### src/rtl/path_gen_pkg.sv
// path_gen_pkg
// Shared types, constants and helpers for the path generator pipeline.
//   state_t   : batch controller states (IDLE / RUN / DRAIN)
//   ONE       : fixed-point 1.0 for the default FRAC of 12
//   sat_u     : clamp a signed value into the unsigned range [0, 2^w-1]
package path_gen_pkg;

  typedef enum logic [1:0] {
    IDLE  = 2'd0,
    RUN   = 2'd1,
    DRAIN = 2'd2
  } state_t;

  localparam int unsigned DEF_FRAC = 12;
  localparam logic [31:0] ONE      = 32'd1 << DEF_FRAC;

  // Negative values become 0, values above 2^w-1 become 2^w-1.
  // Valid for w up to 62.
  function automatic logic [63:0] sat_u(input logic signed [63:0] x,
                                        input int unsigned w);
    logic [63:0] max_v;
    max_v = (64'd1 << w) - 64'd1;
    if (x < 0) begin
      return 64'd0;
    end else if (x > $signed(max_v)) begin
      return max_v;
    end else begin
      return x;
    end
  endfunction

endpackage

### src/rtl/path_gen_pipe_fx_mul_sat.sv
// fx_mul_sat
// Fixed-point multiply: a (signed or unsigned, W bits) times b (unsigned,
// W bits), arithmetic shift right by FRAC. With SAT=1 the result is clamped
// to the unsigned OW-bit range; with SAT=0 it is the raw shifted product
// truncated to OW bits (use OW = 2W+2 for full precision).
// Ports:
//   a : W-bit multiplicand, two's complement when A_SIGNED=1
//   b : W-bit unsigned multiplier
//   y : OW-bit result
module fx_mul_sat
  import path_gen_pkg::*;
#(
  parameter int W        = 16,
  parameter int FRAC     = 12,
  parameter bit A_SIGNED = 1'b0,
  parameter bit SAT      = 1'b0,
  parameter int OW       = W
) (
  input  logic [W-1:0]  a,
  input  logic [W-1:0]  b,
  output logic [OW-1:0] y
);

  logic signed [W:0]     a_ext;
  logic signed [W:0]     b_ext;
  logic signed [2*W+1:0] prod;
  logic signed [2*W+1:0] prod_sh;

  // One extra bit on each operand lets an unsigned operand use its full
  // range inside a signed multiply.
  always_comb begin
    a_ext   = A_SIGNED ? $signed({a[W-1], a}) : $signed({1'b0, a});
    b_ext   = $signed({1'b0, b});
    prod    = a_ext * b_ext;
    prod_sh = prod >>> FRAC;
  end

  if (SAT) begin : g_sat
    assign y = OW'(sat_u(64'(prod_sh), OW));
  end else begin : g_raw
    assign y = prod_sh[OW-1:0];
  end

endmodule

### src/rtl/path_gen_pipe.sv
// path_gen_pipe
// Generates NPATH interleaved price paths of NDAYS steps each. Every
// accepted random sample eps advances one path by one day:
//   m = (vol*eps) >>> FRAC, g = clamp(drift + m), price = sat(price*g >> FRAC)
// Three register stages (m, g, output) give a 3-cycle sample-to-output latency.
// Ports:
//   clk, rst_n                  : clock, async active-low reset
//   start, s0, drift, vol       : batch request and its parameters (IDLE only)
//   eps_valid, eps, eps_ready   : random-sample stream
//   out_valid, out_ready        : output handshake
//   out_price/out_path/out_day  : updated price with its tags
//   out_last                    : final output of the batch
//   busy                        : batch in progress
module path_gen_pipe
  import path_gen_pkg::*;
#(
  parameter int W     = 16,
  parameter int FRAC  = 12,
  parameter int NPATH = 4,
  parameter int NDAYS = 16,
  localparam int PW   = (NPATH > 1) ? $clog2(NPATH) : 1,
  localparam int DW   = (NDAYS > 1) ? $clog2(NDAYS) : 1
) (
  input  logic          clk,
  input  logic          rst_n,
  input  logic          start,
  input  logic [W-1:0]  s0,
  input  logic [W-1:0]  drift,
  input  logic [W-1:0]  vol,
  input  logic          eps_valid,
  input  logic [W-1:0]  eps,
  output logic          eps_ready,
  output logic          out_valid,
  input  logic          out_ready,
  output logic [W-1:0]  out_price,
  output logic [PW-1:0] out_path,
  output logic [DW-1:0] out_day,
  output logic          out_last,
  output logic          busy
);

  localparam logic [PW-1:0] LAST_PATH = PW'(NPATH - 1);
  localparam logic [DW-1:0] LAST_DAY  = DW'(NDAYS - 1);

  state_t                state_q, state_d;
  logic                  busy_q, busy_d;
  logic [W-1:0]          drift_q, drift_d;
  logic [W-1:0]          vol_q, vol_d;
  logic [PW-1:0]         path_q, path_d;
  logic [DW-1:0]         day_q, day_d;
  logic [W-1:0]          price_q [NPATH];
  logic [W-1:0]          price_d [NPATH];

  logic                  s1_valid_q, s1_valid_d;
  logic signed [2*W+1:0] s1_m_q, s1_m_d;
  logic [PW-1:0]         s1_path_q, s1_path_d;
  logic [DW-1:0]         s1_day_q, s1_day_d;
  logic                  s1_last_q, s1_last_d;

  logic                  s2_valid_q, s2_valid_d;
  logic [W-1:0]          s2_g_q, s2_g_d;
  logic [PW-1:0]         s2_path_q, s2_path_d;
  logic [DW-1:0]         s2_day_q, s2_day_d;
  logic                  s2_last_q, s2_last_d;

  logic                  out_valid_q, out_valid_d;
  logic [W-1:0]          out_price_q, out_price_d;
  logic [PW-1:0]         out_path_q, out_path_d;
  logic [DW-1:0]         out_day_q, out_day_d;
  logic                  out_last_q, out_last_d;

  logic                  stall;
  logic                  accept;
  logic                  last_sample;
  logic signed [2*W+1:0] m_full;
  logic signed [2*W+2:0] g_sum;
  logic [W-1:0]          g_clamped;
  logic [W-1:0]          price_new;

  fx_mul_sat #(
    .W(W), .FRAC(FRAC), .A_SIGNED(1'b1), .SAT(1'b0), .OW(2*W+2)
  ) u_stage1 (
    .a(eps),
    .b(vol_q),
    .y(m_full)
  );

  fx_mul_sat #(
    .W(W), .FRAC(FRAC), .A_SIGNED(1'b0), .SAT(1'b1), .OW(W)
  ) u_stage3 (
    .a(price_q[s2_path_q]),
    .b(s2_g_q),
    .y(price_new)
  );

  assign stall       = out_valid_q && !out_ready;
  assign eps_ready   = (state_q == RUN) && !stall;
  assign accept      = eps_valid && eps_ready;
  assign last_sample = (path_q == LAST_PATH) && (day_q == LAST_DAY);

  // drift is unsigned; m is the full signed stage-1 product.
  assign g_sum     = $signed({{(W+3){1'b0}}, drift_q}) + {s1_m_q[2*W+1], s1_m_q};
  assign g_clamped = W'(sat_u(64'(g_sum), W));

  assign out_valid = out_valid_q;
  assign out_price = out_price_q;
  assign out_path  = out_path_q;
  assign out_day   = out_day_q;
  assign out_last  = out_last_q;
  assign busy      = busy_q;

  // Controller and pipeline next-state. A stall freezes every stage and the
  // price array, so a path's price is read and written back in the same
  // stage and consecutive updates of one path always see the latest value.
  always_comb begin
    state_d     = state_q;
    drift_d     = drift_q;
    vol_d       = vol_q;
    path_d      = path_q;
    day_d       = day_q;
    price_d     = price_q;
    s1_valid_d  = s1_valid_q;
    s1_m_d      = s1_m_q;
    s1_path_d   = s1_path_q;
    s1_day_d    = s1_day_q;
    s1_last_d   = s1_last_q;
    s2_valid_d  = s2_valid_q;
    s2_g_d      = s2_g_q;
    s2_path_d   = s2_path_q;
    s2_day_d    = s2_day_q;
    s2_last_d   = s2_last_q;
    out_valid_d = out_valid_q;
    out_price_d = out_price_q;
    out_path_d  = out_path_q;
    out_day_d   = out_day_q;
    out_last_d  = out_last_q;

    case (state_q)
      IDLE: begin
        if (start) begin
          state_d = RUN;
          drift_d = drift;
          vol_d   = vol;
          path_d  = '0;
          day_d   = '0;
          for (int p = 0; p < NPATH; p++) begin
            price_d[p] = s0;
          end
        end
      end
      RUN: begin
        if (accept) begin
          if (last_sample) begin
            state_d = DRAIN;
          end
          if (path_q == LAST_PATH) begin
            path_d = '0;
            day_d  = day_q + DW'(1);
          end else begin
            path_d = path_q + PW'(1);
          end
        end
      end
      DRAIN: begin
        if (out_valid_q && out_ready && out_last_q) begin
          state_d = IDLE;
        end
      end
      default: state_d = IDLE;
    endcase

    if (!stall) begin
      s1_valid_d  = accept;
      s1_m_d      = m_full;
      s1_path_d   = path_q;
      s1_day_d    = day_q;
      s1_last_d   = last_sample;
      s2_valid_d  = s1_valid_q;
      s2_g_d      = g_clamped;
      s2_path_d   = s1_path_q;
      s2_day_d    = s1_day_q;
      s2_last_d   = s1_last_q;
      out_valid_d = s2_valid_q;
      if (s2_valid_q) begin
        out_price_d          = price_new;
        out_path_d           = s2_path_q;
        out_day_d            = s2_day_q;
        out_last_d           = s2_last_q;
        price_d[s2_path_q]   = price_new;
      end
    end

    busy_d = (state_d != IDLE);
  end

  // State registers; reset abandons any batch in flight.
  always_ff @(posedge clk or negedge rst_n) begin
    if (!rst_n) begin
      state_q     <= IDLE;
      busy_q      <= 1'b0;
      drift_q     <= '0;
      vol_q       <= '0;
      path_q      <= '0;
      day_q       <= '0;
      for (int p = 0; p < NPATH; p++) begin
        price_q[p] <= '0;
      end
      s1_valid_q  <= 1'b0;
      s1_m_q      <= '0;
      s1_path_q   <= '0;
      s1_day_q    <= '0;
      s1_last_q   <= 1'b0;
      s2_valid_q  <= 1'b0;
      s2_g_q      <= '0;
      s2_path_q   <= '0;
      s2_day_q    <= '0;
      s2_last_q   <= 1'b0;
      out_valid_q <= 1'b0;
      out_price_q <= '0;
      out_path_q  <= '0;
      out_day_q   <= '0;
      out_last_q  <= 1'b0;
    end else begin
      state_q     <= state_d;
      busy_q      <= busy_d;
      drift_q     <= drift_d;
      vol_q       <= vol_d;
      path_q      <= path_d;
      day_q       <= day_d;
      price_q     <= price_d;
      s1_valid_q  <= s1_valid_d;
      s1_m_q      <= s1_m_d;
      s1_path_q   <= s1_path_d;
      s1_day_q    <= s1_day_d;
      s1_last_q   <= s1_last_d;
      s2_valid_q  <= s2_valid_d;
      s2_g_q      <= s2_g_d;
      s2_path_q   <= s2_path_d;
      s2_day_q    <= s2_day_d;
      s2_last_q   <= s2_last_d;
      out_valid_q <= out_valid_d;
      out_price_q <= out_price_d;
      out_path_q  <= out_path_d;
      out_day_q   <= out_day_d;
      out_last_q  <= out_last_d;
    end
  end

endmodule

### config.mk
export PLATFORM = sky130hd
export DESIGN_NAME = path_gen_pipe
export DESIGN_NICKNAME = d
export VERILOG_FILES = /design/src/rtl/path_gen_pkg.sv /design/src/rtl/path_gen_pipe_fx_mul_sat.sv /design/src/rtl/path_gen_pipe.sv
export SDC_FILE = /design/constraint.sdc
export NUM_CORES = 2
export LEC_CHECK = 0
export ABC_AREA = 1
export CAP_MARGIN = 20
export CORE_MARGIN = 5
export CORE_UTILIZATION = 56
export DETAILED_ROUTE_END_ITERATION = 6
export HOLD_SLACK_MARGIN = 0.02
export PLACE_DENSITY = 0.74
export SYNTH_ARGS = -nofsm -noshare
export SYNTH_HDL_FRONTEND = slang
export SYNTH_SLANG_ARGS = --single-unit
### constraint.sdc
create_clock -name clk -period 10.84 [get_ports clk]
set_clock_uncertainty 0.05 [all_clocks]
set_input_delay 1.626 -clock clk [delete_from_list [all_inputs] [get_ports clk]]
set_output_delay 1.626 -clock clk [all_outputs]
set_load 0.02 [all_outputs]
-- Word-level counts from Yosys, hierarchy flattened
Cells that the tools add are included.
- word-level logic and storage cells: 88
- register bits: 182
- output and inout bits: 26
- input port bits: 69
- add/subtract/negate cells: 3
- reduce and logical (&&, ||, !) cells: 16
- equal/unequal tests: 7
- magnitude comparators: 6
- bitwise gates (word level): 2
- multiplexer cells: 27
- multiply operators: 2
- operators with widths (kind ; number):
    64-bit two-way mux ; 4
    16-bit two-way mux ; 7
    64-bit bitwise mux ; 1
    16-bit by 17-bit multiplier with 33-bit output ; 1
    16-bit binary-select mux with 2-bit select ; 1
    16-bit demux with 2-bit select ; 1
    16-bit by 16-bit multiplier with 32-bit output ; 1
    17-bit by 21-bit adder with 22-bit output ; 1
    22-bit by 17-bit > comparator with 1-bit output, second input constant ; 1
    22-bit by 1-bit less-than comparator with 1-bit output, second input constant ; 1
    20-bit by 16-bit > comparator with 1-bit output, second input constant ; 1
    20-bit by 1-bit less-than comparator with 1-bit output, second input constant ; 1
    2-bit two-way mux ; 7
    4-bit two-way mux ; 3
    4-bit one-hot mux with 2 select lines ; 1
    1-bit logical AND ; 7
    2-bit one-hot mux with 3 select lines ; 1
    4-bit by 1-bit adder with 4-bit output, second input constant ; 1
    2-bit equality test, second input constant ; 2
    4-bit equality test, second input constant ; 1
    2-bit inequality test, second input constant ; 2
    2-bit one-hot mux with 2 select lines ; 1
    2-bit AND reduction ; 2
    4-bit AND reduction ; 1
    other kinds (11) ; 13

-- Logic depth before layout (Yosys ltp)
- word-level depth: 11
- gate-level depth with buffers: 36
- mapped depth without buffers: 33

-- Cells and area by module
A second synthesis with hierarchy kept.
- cells, all modules: 4018
- area total of the unflattened synthesis: 28850.2 sq um
- modules (own cells, without submodules) (module ; cells each ; area an instance (sq um) ; seq. area each (sq um) ; times used):
    path_gen_pipe ; 1375 ; 10126.0 ; 4879.7 ; 1
    fx_mul_sat at u_stage3 ; 1343 ; 9379.0 ; 0.0 ; 1
    fx_mul_sat at u_stage1 ; 1300 ; 9345.2 ; 0.0 ; 1

-- Worst setup path before layout
OpenSTA, ideal clock, no wires.
- path kind: input to register
- start point: in eps[2]
- end point: reg s1_m_q[10]
- data required time: 10672 ps
- path slack: 3859 ps
- stages on the path: 25
- setup time: 118 ps
- data arrival time: 6813 ps
- path through: clkbuf_1 > clkbuf_1 > nand2_1 > fa_1 > inv_1 > fa_1 > inv_1 > fa_1 > inv_1 > fa_1 > inv_1 > fa_1 > inv_1 > fa_1 > ha_1 > a21oi_1 > inv_1 > a31oi_1 > o21ai_0 > a21oi_1 > or2_2 > nand2_1 > or2_2 > nand3_1 > nand2_1
- word-level cells in the longest chain between the ends: 1
- ends and longest elaborated chain (element ; line ; text):
    from (decl) ; path_gen_pipe.sv:31 ; input logic [W-1:0] eps,
    16-bit by 17-bit multiplier with 33-bit output ; path_gen_pipe_fx_mul_sat.sv:34 ; prod = a_ext * b_ext;
    to (signal assigned) ; path_gen_pipe.sv:232 ; s1_m_q <= s1_m_d;
    to (decl) ; path_gen_pipe.sv:55 ; logic signed [2*W+1:0] s1_m_q, s1_m_d;
Every way passes these cells.
A chain may end at the register's enable or synchronous reset.

==> metrics.md <==
| Metric | Value |
|---|---|
| Fraction of final layout cells with drive strength greater than 1 | `3.40%` |
| Final setup violation count | `0` |
| Final-report hold violation count | `0` |
| Antenna violations before repair | `1` |
| Clock tree root buffer cell | `sky130_fd_sc_hd__clkbuf_16` |
| Die area | `0.0517 mm^2` |
| Transition time at the pin with the least slew margin | `0.992 ns` |
| Final count of pins violating max slew | `0` |
| Number of nets in the layout | `4064` |
| Total global routing overflow | `0` |
| Summed negative setup slack over all endpoints | `0 ns` |
| Period Utilization, post-route | `77.3%` |
| Number of placement rows | `79` |
| Sequential element share of the synthesized area | `17.2%` |
| Clk sink count | `182` |
| Number of instances in the placed design | `3957` |
| Drt via density | `5.50` |
| Final setup slack of the worst path | `2.46 ns` |
| Standard cell core area | `0.0467 mm^2` |
| Clock-pin slew of the registers on the worst-case setup and hold paths | `0.08 ns` |
| Post-CTS Hold Fix Bufs | `0` |
| Number of I/O pins | `95` |
| Via count | `22000` |
| Post-DP HPWL | `58800 um` |
| First-pass GRT wire length | `121000 um` |
| Max Root-Sink Buffers | `2` |
| GPL Wtd Cong | `0.943` |
| Status | `finished clean` |
| Crit path DAT | `8.63 ns` |
| RSZ-0062 raised after global routing | `false` |
| Post-CTS setup buffer count | `0` |
| Post-Synthesis Net Count | `4074` |
| TritonCTS clock tree | `yes` |
| Mean routed wirelength per cell | `18.3 um` |
| Number of flops mapped to enable cells by yosys | `0` |
| Relative max-transition margin | `33.8%` |
| Placement Setup Slack | `2.47 ns` |
| Number of CTS-inserted buffers | `17` |
| Via count of the first global-routing pass | `23400` |
| Final critical delay including setup and external delays | `8.38 ns` |
| DRT antenna net count | `0` |
| Synth-to-Final Area Change | `7.11%` |
| Max-cap violation count | `0` |
| Flops & latches, synth | `182` |
| Most frequently used flop master after synthesis | `sky130_fd_sc_hd__dfrtp_1` |
| Maximum single-stage delay on the critical path | `0.58 ns` |
| Routed wire length | `73200 um` |
| Starting density of the core | `56.8%` |
| Category of the worst setup path launch point | `flop` |
| Maximum number of pins on one net before global-route repair | `117` |
| Chip Height | `227 um` |
| DRC violation total after the first TritonRoute iteration | `1733` |
| Count of instances resized after the clock tree is built | `0` |
| Class of the worst hold path | `flop to flop` |
| Count of synthesis-stage warnings from yosys | `0` |
| Synth cell types | `54` |
| Tot GR Track Use | `29.5%` |
| Detailed-router iteration count before antenna repair | `6` |
| H-tree depth reported by CTS | `4` |
| Clock latency on the worst-skew pair | `0.45 ns` |
| Most prevalent standard cell on the critical path | `sky130_fd_sc_hd__fa_1` |
| Async set-or-reset flop fraction in the synthesized netlist | `100%` |
| Slowest CP cell | `sky130_fd_sc_hd__fa_1` |
| Final hold slack | `0.425 ns` |
| # DRC | `0` |
| Post-synthesis instance total | `3380` |
| Count of inserted antenna diode cells | `0` |
| Total standard cell area after synthesis | `0.0265 mm^2` |
| Nature of the critical path endpoint | `flop` |
| Classification of the worst setup path | `flop to flop` |
| Mean instance size in the synthesized netlist | `7.83 um^2` |
| Non-filler instance count after layout | `3990` |
| Port buffer count | `94` |
| Horizontal die dimension | `227 um` |
| Critical path required time | `11.09 ns` |
| Fmax | `119 MHz` |
| Largest fanout of any net on the critical path | `15` |
-- sequential cells by signal (all words and copies together), names as in the netlist --
signal / cells
busy: 1
day_q: 4
drift_q: 16
out_day: 4
out_last: 1
out_path: 2
out_price: 16
out_valid: 1
path_q: 2
price_q: 64
s1_day_q: 4
s1_last_q: 1
s1_m_q: 21
s1_path_q: 2
s1_valid_q: 1
s2_day_q: 4
s2_g_q: 16
s2_last_q: 1
s2_path_q: 2
s2_valid_q: 1
state_q: 2
vol_q: 16
-- path summary, 6_finish.rpt --
path	start	slack, ns	endpoint	cells past startpoint
setup / recovery	s2_path_q[1]	2.46	price_q[32]	29
hold / removal	s2_valid_q	0.43	out_valid	2
setup reg to reg	s2_path_q[1]	2.46	price_q[32]	29
hold reg to reg	s2_valid_q	0.43	out_valid	2
max in group asynchronous	rst_n	8.09	s2_g_q[14]	2
min in group asynchronous	rst_n	1.18	out_price[12]	1
-- per-layer routing --
metal | global-route usage, % | vias up | wire length [um]
met5 | 0 | - | 19
met3 | 5.84 | 190 | 5780
met2 | 49.5 | 893 | 35000
met1 | 38.7 | 10700 | 29700
li1 | - | 10200 | -
met4 | 9.82 | 2 | 2680
-- area by class of cell --
type / instances / area [um^2]
tap: 607 / 759
multi-input combinational: 2344 / 18700
sequential: 182 / 4550
clock inverter: 14 / 176
inverter: 712 / 2670
fill: 4171 / 18300
clock buffer: 18 / 429
timing repair buffer: 113 / 1090
-- metrics by stage --
stage               cell area, um^2  utilization, %
global route                  28400            60.8
global placement              27700            59.5
CTS                           28400            60.8
detailed placement            27700            59.5
floorplan                     26500               -
finish                        28400            60.8
-- worst max-delay path: cells and delay by family (launching register included) --
kind,cells,cell delay (ns)
compound gates,7,1.66
flops,1,0.55
simple gates,9,1.61
fa+ha+maj,7,3.19
buf+inv,6,1.11
-- logic make-up after synthesis --
family | Yosys count | share of synthesized area (%)
xor gates and xnor gates | 39 | 1.29
buffers and inverters | 854 | 12.3
AOI/OAI and AO/OA | 358 | 7.68
DFF | 182 | 17.2
and+or+nand+nor | 1322 | 21.0
adders and majority gates | 625 | 40.5
-- layout by cell type (no fill, tap or decap), types with 3 or more instances in the layout --
cell type                         instances
sky130_fd_sc_hd__nand2_1                892
sky130_fd_sc_hd__inv_1                  696
sky130_fd_sc_hd__fa_1                   387
sky130_fd_sc_hd__nor2_1                 256
sky130_fd_sc_hd__ha_1                   238
sky130_fd_sc_hd__dfrtp_1                182
sky130_fd_sc_hd__a21oi_1                145
sky130_fd_sc_hd__clkdlybuf4s50_1         93
sky130_fd_sc_hd__o21ai_0                 76
sky130_fd_sc_hd__nand3_1                 59
sky130_fd_sc_hd__o21ai_1                 51
sky130_fd_sc_hd__xnor2_1                 22
sky130_fd_sc_hd__a22oi_1                 21
sky130_fd_sc_hd__nor3_1                  21
sky130_fd_sc_hd__or2_2                   20
sky130_fd_sc_hd__buf_4                   19
sky130_fd_sc_hd__a211oi_1                18
sky130_fd_sc_hd__xor2_1                  17
sky130_fd_sc_hd__clkbuf_16               17
sky130_fd_sc_hd__nand4_4                 13
sky130_fd_sc_hd__clkinv_1                12
sky130_fd_sc_hd__nand4_1                 11
sky130_fd_sc_hd__and2_1                   9
sky130_fd_sc_hd__nand2_2                  9
sky130_fd_sc_hd__a21o_1                   9
sky130_fd_sc_hd__o21a_1                   8
sky130_fd_sc_hd__nand3b_1                 8
sky130_fd_sc_hd__a31oi_1                  7
sky130_fd_sc_hd__nor4_1                   7
sky130_fd_sc_hd__nor2_2                   5
sky130_fd_sc_hd__o21bai_1                 5
sky130_fd_sc_hd__clkinv_8                 5
sky130_fd_sc_hd__inv_8                    5
sky130_fd_sc_hd__inv_2                    3
sky130_fd_sc_hd__nor2_8                   3
sky130_fd_sc_hd__nor2_4                   3
sky130_fd_sc_hd__a221oi_1                 3
sky130_fd_sc_hd__o31ai_1                  3
-- cells in the mapped netlist (22+ instances only) --
master | number | area share [%]
sky130_fd_sc_hd__a21oi_1 | 145 | 2.7
sky130_fd_sc_hd__nand3_1 | 59 | 1.1
sky130_fd_sc_hd__fa_1 | 387 | 29
sky130_fd_sc_hd__o21ai_1 | 51 | 0.96
sky130_fd_sc_hd__xnor2_1 | 22 | 0.73
sky130_fd_sc_hd__clkbuf_1 | 127 | 1.8
sky130_fd_sc_hd__ha_1 | 238 | 11
sky130_fd_sc_hd__inv_1 | 696 | 9.9
sky130_fd_sc_hd__nor2_1 | 260 | 3.7
sky130_fd_sc_hd__dfrtp_1 | 182 | 17
sky130_fd_sc_hd__nand2_1 | 893 | 13
sky130_fd_sc_hd__o21ai_0 | 76 | 1.4
Power is left out: the tool's default activity adds up to more than one toggle a clock period on the data nets, which glitch-free logic cannot reach.
